## src/rtl/tone_capture_sequencer.sv

```systemverilog
// Tone-capture FFT sequencer: launches one FFT per recording slot, finds the
// peak-magnitude bin of each frame and hands it to the tone detector.
module tone_capture_sequencer #(
  parameter int N_FRAMES = 4,
  parameter int BIN_W    = 10,
  parameter int MAG_W    = 32
) (
  input  logic             clk_in,
  input  logic             rst_in,
  input  logic             start_in,
  input  logic [31:0]      recording_length,
  input  logic             fft_ready_in,
  output logic             fft_start_out,
  input  logic             fft_valid_in,
  input  logic             fft_last_in,
  input  logic [MAG_W-1:0] fft_mag_in,
  output logic             peak_valid_out,
  output logic [31:0]      peak_bin_out,
  input  logic             det_ready_in,
  output logic [2:0]       frame_idx_out,
  output logic             busy_out,
  output logic             overrun_out
);

  localparam int               FRAME_SHIFT = $clog2(N_FRAMES);
  localparam logic [2:0]       LAST_FRAME  = 3'(N_FRAMES - 1);
  localparam logic [BIN_W-1:0] BIN_ONE     = BIN_W'(1);

  typedef enum logic [2:0] {
    S_IDLE,
    S_LAUNCH,
    S_SCAN,
    S_EMIT,
    S_WAIT_SLOT,
    S_DONE
  } state_t;

  state_t             state_q, state_d;
  logic [31:0]        period_q;
  logic [31:0]        slot_cnt_q;
  logic [BIN_W-1:0]   bin_cnt_q;
  logic [MAG_W-1:0]   best_mag_q;
  logic [BIN_W-1:0]   best_bin_q;
  logic [2:0]         frame_idx_q;
  logic               overrun_q;

  logic               accept_start;
  logic               beat;
  logic               handshake;
  logic               slot_elapsed;
  logic [31:0]        period_raw;
  logic [31:0]        period_next;

  assign period_raw    = recording_length >> FRAME_SHIFT;
  assign period_next   = (period_raw == '0) ? 32'd1 : period_raw;
  assign slot_elapsed  = (slot_cnt_q >= period_q);
  assign frame_idx_out = frame_idx_q;
  assign overrun_out   = overrun_q;

  always_ff @(posedge clk_in) begin
    if (rst_in) state_q <= S_IDLE;
    else        state_q <= state_d;
  end

  always_comb begin
    state_d        = state_q;
    fft_start_out  = 1'b0;
    accept_start   = 1'b0;
    beat           = 1'b0;
    handshake      = 1'b0;
    peak_valid_out = 1'b0;
    peak_bin_out   = '0;
    busy_out       = (state_q != S_IDLE);
    case (state_q)
      S_IDLE: begin
        if (start_in) begin
          accept_start = 1'b1;
          state_d      = S_LAUNCH;
        end
      end
      S_LAUNCH: begin
        if (fft_ready_in) begin
          fft_start_out = 1'b1;
          state_d       = S_SCAN;
        end
      end
      S_SCAN: begin
        beat = fft_valid_in;
        if (fft_valid_in && fft_last_in) state_d = S_EMIT;
      end
      S_EMIT: begin
        peak_valid_out                = 1'b1;
        peak_bin_out[BIN_W-1:0]       = best_bin_q;
        if (det_ready_in) begin
          handshake = 1'b1;
          state_d   = (frame_idx_q == LAST_FRAME) ? S_DONE : S_WAIT_SLOT;
        end
      end
      S_WAIT_SLOT: begin
        // An already-elapsed slot launches straight away instead of paying a LAUNCH cycle.
        if (slot_elapsed) begin
          if (fft_ready_in) begin
            fft_start_out = 1'b1;
            state_d       = S_SCAN;
          end else begin
            state_d = S_LAUNCH;
          end
        end
      end
      S_DONE:  state_d = S_IDLE;
      default: state_d = S_IDLE;
    endcase
  end

  always_ff @(posedge clk_in) begin
    if (rst_in) begin
      period_q    <= '0;
      slot_cnt_q  <= '0;
      bin_cnt_q   <= '0;
      best_mag_q  <= '0;
      best_bin_q  <= '0;
      frame_idx_q <= '0;
      overrun_q   <= 1'b0;
    end else begin
      if (accept_start) begin
        period_q    <= period_next;
        slot_cnt_q  <= '0;
        frame_idx_q <= '0;
        overrun_q   <= 1'b0;
      end else if (busy_out) begin
        // Loaded with 1 so the count equals cycles elapsed since the launch pulse.
        if (fft_start_out)      slot_cnt_q <= 32'd1;
        else if (!slot_elapsed) slot_cnt_q <= slot_cnt_q + 32'd1;
      end

      if ((state_q == S_SCAN || state_q == S_EMIT) && slot_elapsed)
        overrun_q <= 1'b1;

      if (fft_start_out) begin
        bin_cnt_q <= '0;
      end else if (beat) begin
        bin_cnt_q <= bin_cnt_q + BIN_ONE;
        if (bin_cnt_q != '0 && fft_mag_in > best_mag_q) begin
          best_mag_q <= fft_mag_in;
          best_bin_q <= bin_cnt_q;
        end
      end

      if (handshake) begin
        best_mag_q <= '0;
        best_bin_q <= '0;
        if (frame_idx_q != LAST_FRAME) frame_idx_q <= frame_idx_q + 3'd1;
      end
    end
  end

endmodule
```

## config.mk

```make
export PLATFORM = sky130hd
export DESIGN_NAME = tone_capture_sequencer
export DESIGN_NICKNAME = d
export VERILOG_FILES = /design/src/rtl/tone_capture_sequencer.sv
export SDC_FILE = /design/constraint.sdc
export NUM_CORES = 1
export LEC_CHECK = 0
export BUFFER_PORTS_ARGS = -buffer_cell sky130_fd_sc_hd__buf_2
export CAP_MARGIN = 20
export CORE_MARGIN = 4
export CORE_UTILIZATION = 40
export CTS_BUF_LIST = sky130_fd_sc_hd__clkbuf_2 sky130_fd_sc_hd__clkbuf_4 sky130_fd_sc_hd__clkbuf_8
export CTS_CLUSTER_SIZE = 10
export DETAILED_ROUTE_END_ITERATION = 10
export HOLD_SLACK_MARGIN = 0.03
export SETUP_SLACK_MARGIN = 0.4
export SLEW_MARGIN = 20
export SYNTH_ARGS = -nofsm -noshare
export SYNTH_HDL_FRONTEND = slang
export SYNTH_SLANG_ARGS = --single-unit
export TNS_END_PERCENT = 10
```

## constraint.sdc

```tcl
create_clock -name clk_in -period 3 [get_ports clk_in]
set_input_delay 0.3 -clock clk_in [delete_from_list [all_inputs] [get_ports clk_in]]
set_output_delay 0.3 -clock clk_in [all_outputs]
set_load 0.005 [all_outputs]
```

# Word level (Yosys, flattened, before mapping)
# Index checks and enable logic that the tools add are counted.
word_totals:
  output_inout_bits: 39
  mem_count: 0
  regBits: 123
  latch_bits: 0
  romBits: 0
  in_bits: 71
  word_cells: 67
  mem_bits_rw: 0
classes:
  div: 0
  addsub: 3
  reduce_logical: 15
  shifts: 0
  bitwise: 1
  mux: 26
  n_mul: 0
  n_lt_le_gt_ge: 2
  n_eq_ne: 12
op_table:
  columns: ["cell", "n"]
  rows:
  - ["$mux W32", 2]
  - ["$add A32 B1 Y32 const B", 1]
  - ["$ge A32 B32 Y1", 1]
  - ["$gt A32 B32 Y1", 1]
  - ["$logic_not A32 Y1", 1]
  - ["$mux W30", 1]
  - ["$mux W3", 8]
  - ["$pmux W3 S5", 1]
  - ["$ne A2 B2 Y1 const B", 6]
  - ["$mux W1", 11]
  - ["$add A10 B1 Y10 const B", 1]
  - ["$mux W10", 1]
  - ["$reduce_bool A10 Y1", 1]
  - ["$eq A3 B2 Y1 const B", 3]
  - ["$reduce_or A2 Y1", 3]
  - ["$reduce_and A5 Y1", 1]
  - ["$add A3 B1 Y3 const B", 1]
  - ["$eq A3 B1 Y1 const B", 1]
  - ["$eq A3 B3 Y1 const B", 1]
  - ["$logic_and A1 B1 Y1", 3]
  - ["$logic_not A3 Y1", 1]
  - ["$ne A3 B2 Y1 const B", 1]
  - ["$reduce_and A3 Y1", 1]
  - ["$reduce_bool A3 Y1", 1]
  - ["other kinds (6)", 6]

# Logic depth before layout (Yosys ltp)
logic_depth:
  depth_word: 5
  depth_mapped: 11

# Least setup slack after synthesis
# No wires, ideal clock.
synth_path:
  path_type: "flip-flop to flip-flop"
  startpoint: "reg slot_cnt_q[0]"
  endpoint: "reg slot_cnt_q[7]"
  path_buffers: 1
  stages_incl_launch_ff: 11
  setup_slack_ps: 472
  required_time_ps: 2930
  t_arrival_ps: 2458
  path_cell_list: "dfxtp_1 -> inv_1 -> ha_1 -> nand2b_1 -> a2111oi_2 -> o32ai_1 -> o21ai_2 -> a21oi_2 -> buf_6 -> or4_2 -> a21oi_1"
synth_via:
  elab_chain_len: 5
  word_cells_on_any_way: 8
  cone_classes: "add/sub (1); order compare (1); eq/ne (1); mux (4); reduce/logical (1)"
synth_rtl:
  columns: ["element", "line", "rtl"]
  rows:
  - ["start, declared", "40", "logic [31:0] slot_cnt_q;"]
  - ["start signal, assigned", "133", "else if (!slot_elapsed) slot_cnt_q <= slot_cnt_q + 32'd1;"]
  - ["$ge A32 B32 Y1", "56", "assign slot_elapsed = (slot_cnt_q >= period_q);"]
  - ["$mux W1", "101", "if (slot_elapsed) begin"]
  - ["$pmux W1 S2", "74", "case (state_q)"]
  - ["$ne A2 B2 Y1 (no source line)", null, null]
  - ["$reduce_and A2 Y1 (no source line)", null, null]
# Parallel ways exist; a longest one is shown, timed or not. The select of a mux whose other input is x is not followed.
# A chain may end at the register's enable or synchronous reset.

# Final worst setup path
layout_path:
  startpoint: "reg slot_cnt_q[0]"
  endpoint: "reg slot_cnt_q[27]"
# The elaborated chain is that of the path after synthesis.

==> flow_summary.toml <==
[place]
numPortBuffers = 85
dpl_worst_slack_ps = 162
dp_hpwl_um = 12500
gp_congestion = 0.790

[critical_path]
rrSetupSlack_ps = 340
crit_path_start_kind = "flop"
critPathSlowestCell = "or4_1"
crit_arrival_ps = 3030
crit_start = "slot_cnt_q[0]"
required_ps = 3370
cp_max_fo = 14
r2r_start = "slot_cnt_q[0]"
max_stage_delay_ps = 510
worstSetupPathType = "flop to flop"
r2r-end = "slot_cnt_q[27]"
crit_chain = "inv_1 -> ha_1 -> nand2b_4 -> a2111oi_4 -> o32ai_2 -> o21ai_4 -> buf_6 -> a21oi_4 -> bufbuf_16 -> or4_1 -> a21oi_1"
cp-endpoint = "slot_cnt_q[27]"
critPathCaptureType = "flop"
ff2ff_path_depth = 11

[final_layout]
area_growth_syn_to_layout_pct = 23.9
diodes = 0
final_common_cell = "dfxtp_1"
final_cell_mix = "104 x dfxtp_1, 85 x o21ai_0, 85 x buf_2, 69 x inv_1, 69 x nand2_1"
fillers = 1665
layout-drive-gt1-share_pct = 22.4
fin_nets = 1091

[timing]
fmax_mhz = 377
hold_violations = 0
setup_viol = 0
tightest_slew_ps = 940
slew_violations = 0
fin_setup_tns_ps = 0
final.setup.worst_slack_ps = 345
slew_headroom_pct = 37.2
fin_crit_ps = 2660
fin_crit_sh_pct = 88.5
grt_setup_unrepaired = "yes"
clock_skew_ps = 15.2

[clock_tree]
ctsHoldBuffers = 0
clk_pin_slew_ps = 70
cts.sinks = 121
cts-root-buf = "clkbuf_8"
cts_buffer_depth = 2
cts_tree = "yes"
cts_made_buffers = 17
cts_max_level = 4
insertion_delay_ps = 450

[detailed_routing]
postRouteAntennaNets = 0
routed_wl_um = 18600
drcViolationCount = 0
viasPerCell = 5.38
drt_iter0_drc = 325
vias = 6412
drtPass1Iterations = 4
wl_per_cell_um = 15.6

[power]
p_int_mw = 3.61
clkPwrFrac_pct = 32.4
switching_share_pct = 32.1
power_density_nw_per_um2 = 614
p_comb_share_pct = 33.7
p_sw_mw = 1.71
power_frac_seq_pct = 33.9
ir_drop_uv = 397
leakage_nw = 3.37

[synth]
synth-edff-count = 0
ys_seq_area_share_pct = 34.6
syn_avg_cell_area_um2 = 8.10
synth_warnings = 0
synth_ff_type = "dfxtp_1"
yosysTopAreaCell = "dfxtp_1"
synthArstFlopShare_pct = 0
synthCells = 863
yosys.area.top_type_share_pct = 34.6
synth_area_leaders = "dfxtp_1 35%, ha_1 12%, o21ai_0 6.4%"
synth_cell_type_count = 57
synth-seq-cells = 121
syn-cell-area_um2 = 6990

[floorplan]
fp-row-count = 48
core_um2 = 17200
start_util_pct = 40.6
ios = 110
die_y_um = 140
dieWidth_um = 140
dieArea_um2 = 19700

[grt]
grt_antenna_before_repair = 0
grt_first_pass_wirelength_um = 29600
groute.usage.overall_pct = 18.4
first_global_vias = 5910
grt.overflow.total = 0
grt_max_degree = 43

[job]
cap_violations = 0

[min_path]
hold_class = "input port to flop"

[status]
status = "finished clean"
[cell usage after synthesis (all sizes together) (14+ instances only)]
| library cell | instances |
|---|---|
| o21ai | 90 |
| nor2 | 31 |
| a21boi | 42 |
| dfxtp | 121 |
| or4 | 19 |
| nand4 | 20 |
| a21oi | 57 |
| o31ai | 22 |
| clkbuf | 34 |
| inv | 74 |
| and3 | 22 |
| nand3 | 56 |
| nand2 | 70 |
| nor4 | 14 |
| ha | 66 |
| buf | 32 |
[metal layers]
layer / vias to the layer above / GRT usage [%] / wire (µm)
met5: - / 0 / 0
met4: 0 / 5.20 / 274
met3: 23 / 3.58 / 750
met2: 117 / 30.6 / 8980
met1: 3035 / 24.3 / 8560
li1: 3237 / - / -
[sequential cells by signal, indices dropped and copies added (netlist names)]
signal,cells
frame_idx_out,3
overrun_out,1
best_mag_q,32
state_q,3
bin_cnt_q,10
slot_cnt_q,32
period_q,30
best_bin_q,10
[per-stage QoR]
stage	util [%]	area [µm²]	hold slack, ps	std cells	total power [mW]
2_1_floorplan	-	7070	409	884	2.74
3_3_place_gp	44.3	7640	446	1141	3.03
3_5_place_dp	44.4	7650	455	1141	3.04
4_1_cts	48.8	8410	43.2	1185	5.30
5_1_grt	50.3	8660	50.3	1192	5.60
6_report	50.3	8660	63.6	1192	5.32
[worst max-delay path: cells and delay by family, from the launching register on]
kind                       cells  cell delay, ps
and+or+nand+nor                2             650
AOI/OAI and AO/OA              5             860
adders and majority gates      1             260
buffers and inverters          3             470
DFF                            1             340
[cell families (layout without fill, tap and decap cells)]
kind of cell	count (synthesis)	in the layout	synth area share [%]
buffers and inverters	140	223	9.16
DFF	121	121	34.6
AOI/OAI and AO/OA	248	248	21.8
muxes	1	1	0.143
xor gates and xnor gates	11	11	1.38
adders and majority gates	66	66	11.8
and+or+nand+nor	275	275	21.0
other	1	22	0.0536
[timing repair]
action | CTS | global route
gates resized for setup | 31 | 43
cloned | 3 | 3
endpoints found under the setup margin | 83 | 73
setup buffers | 9 | 4
pin swaps | 14 | 15
[layout make-up]
| class | count | area (µm²) | area share [%] |
|---|---|---|---|
| Clock buffer | 19 | 262 | 3.02 |
| Clock inverter | 13 | 199 | 2.30 |
| Inverter | 74 | 278 | 3.21 |
| Multi-Input combinational cell | 623 | 4320 | 49.9 |
| Sequential cell | 121 | 2450 | 28.2 |
| Tap cell | 225 | 282 | 3.25 |
| Timing Repair Buffer | 117 | 876 | 10.1 |
[worst min-delay path by stage]
stage | from | to | slack, ps | depth (start not counted)
6_report | recording_length[31] | period_q[29] | 60 | 3
5_1_grt | recording_length[8] | period_q[6] | 50 | 3
4_1_cts | recording_length[31] | period_q[29] | 40 | 3
3_5_place_dp | best_bin_q[4] | best_bin_q[4] | 450 | 2
3_3_place_gp | period_q[17] | period_q[17] | 450 | 2
2_1_floorplan | recording_length[12] | period_q[10] | 410 | 2
[power groups by stage]
stage / logic, mW / registers [mW] / clock network (mW)
floorplan: 0.948 / 1.80 / 0
global placement: 1.19 / 1.84 / 0
detailed placement: 1.20 / 1.84 / 0
CTS: 1.74 / 1.80 / 1.76
global route: 1.95 / 1.82 / 1.83
finish: 1.79 / 1.80 / 1.72
Note: power is estimated with default switching activity, not from simulation.
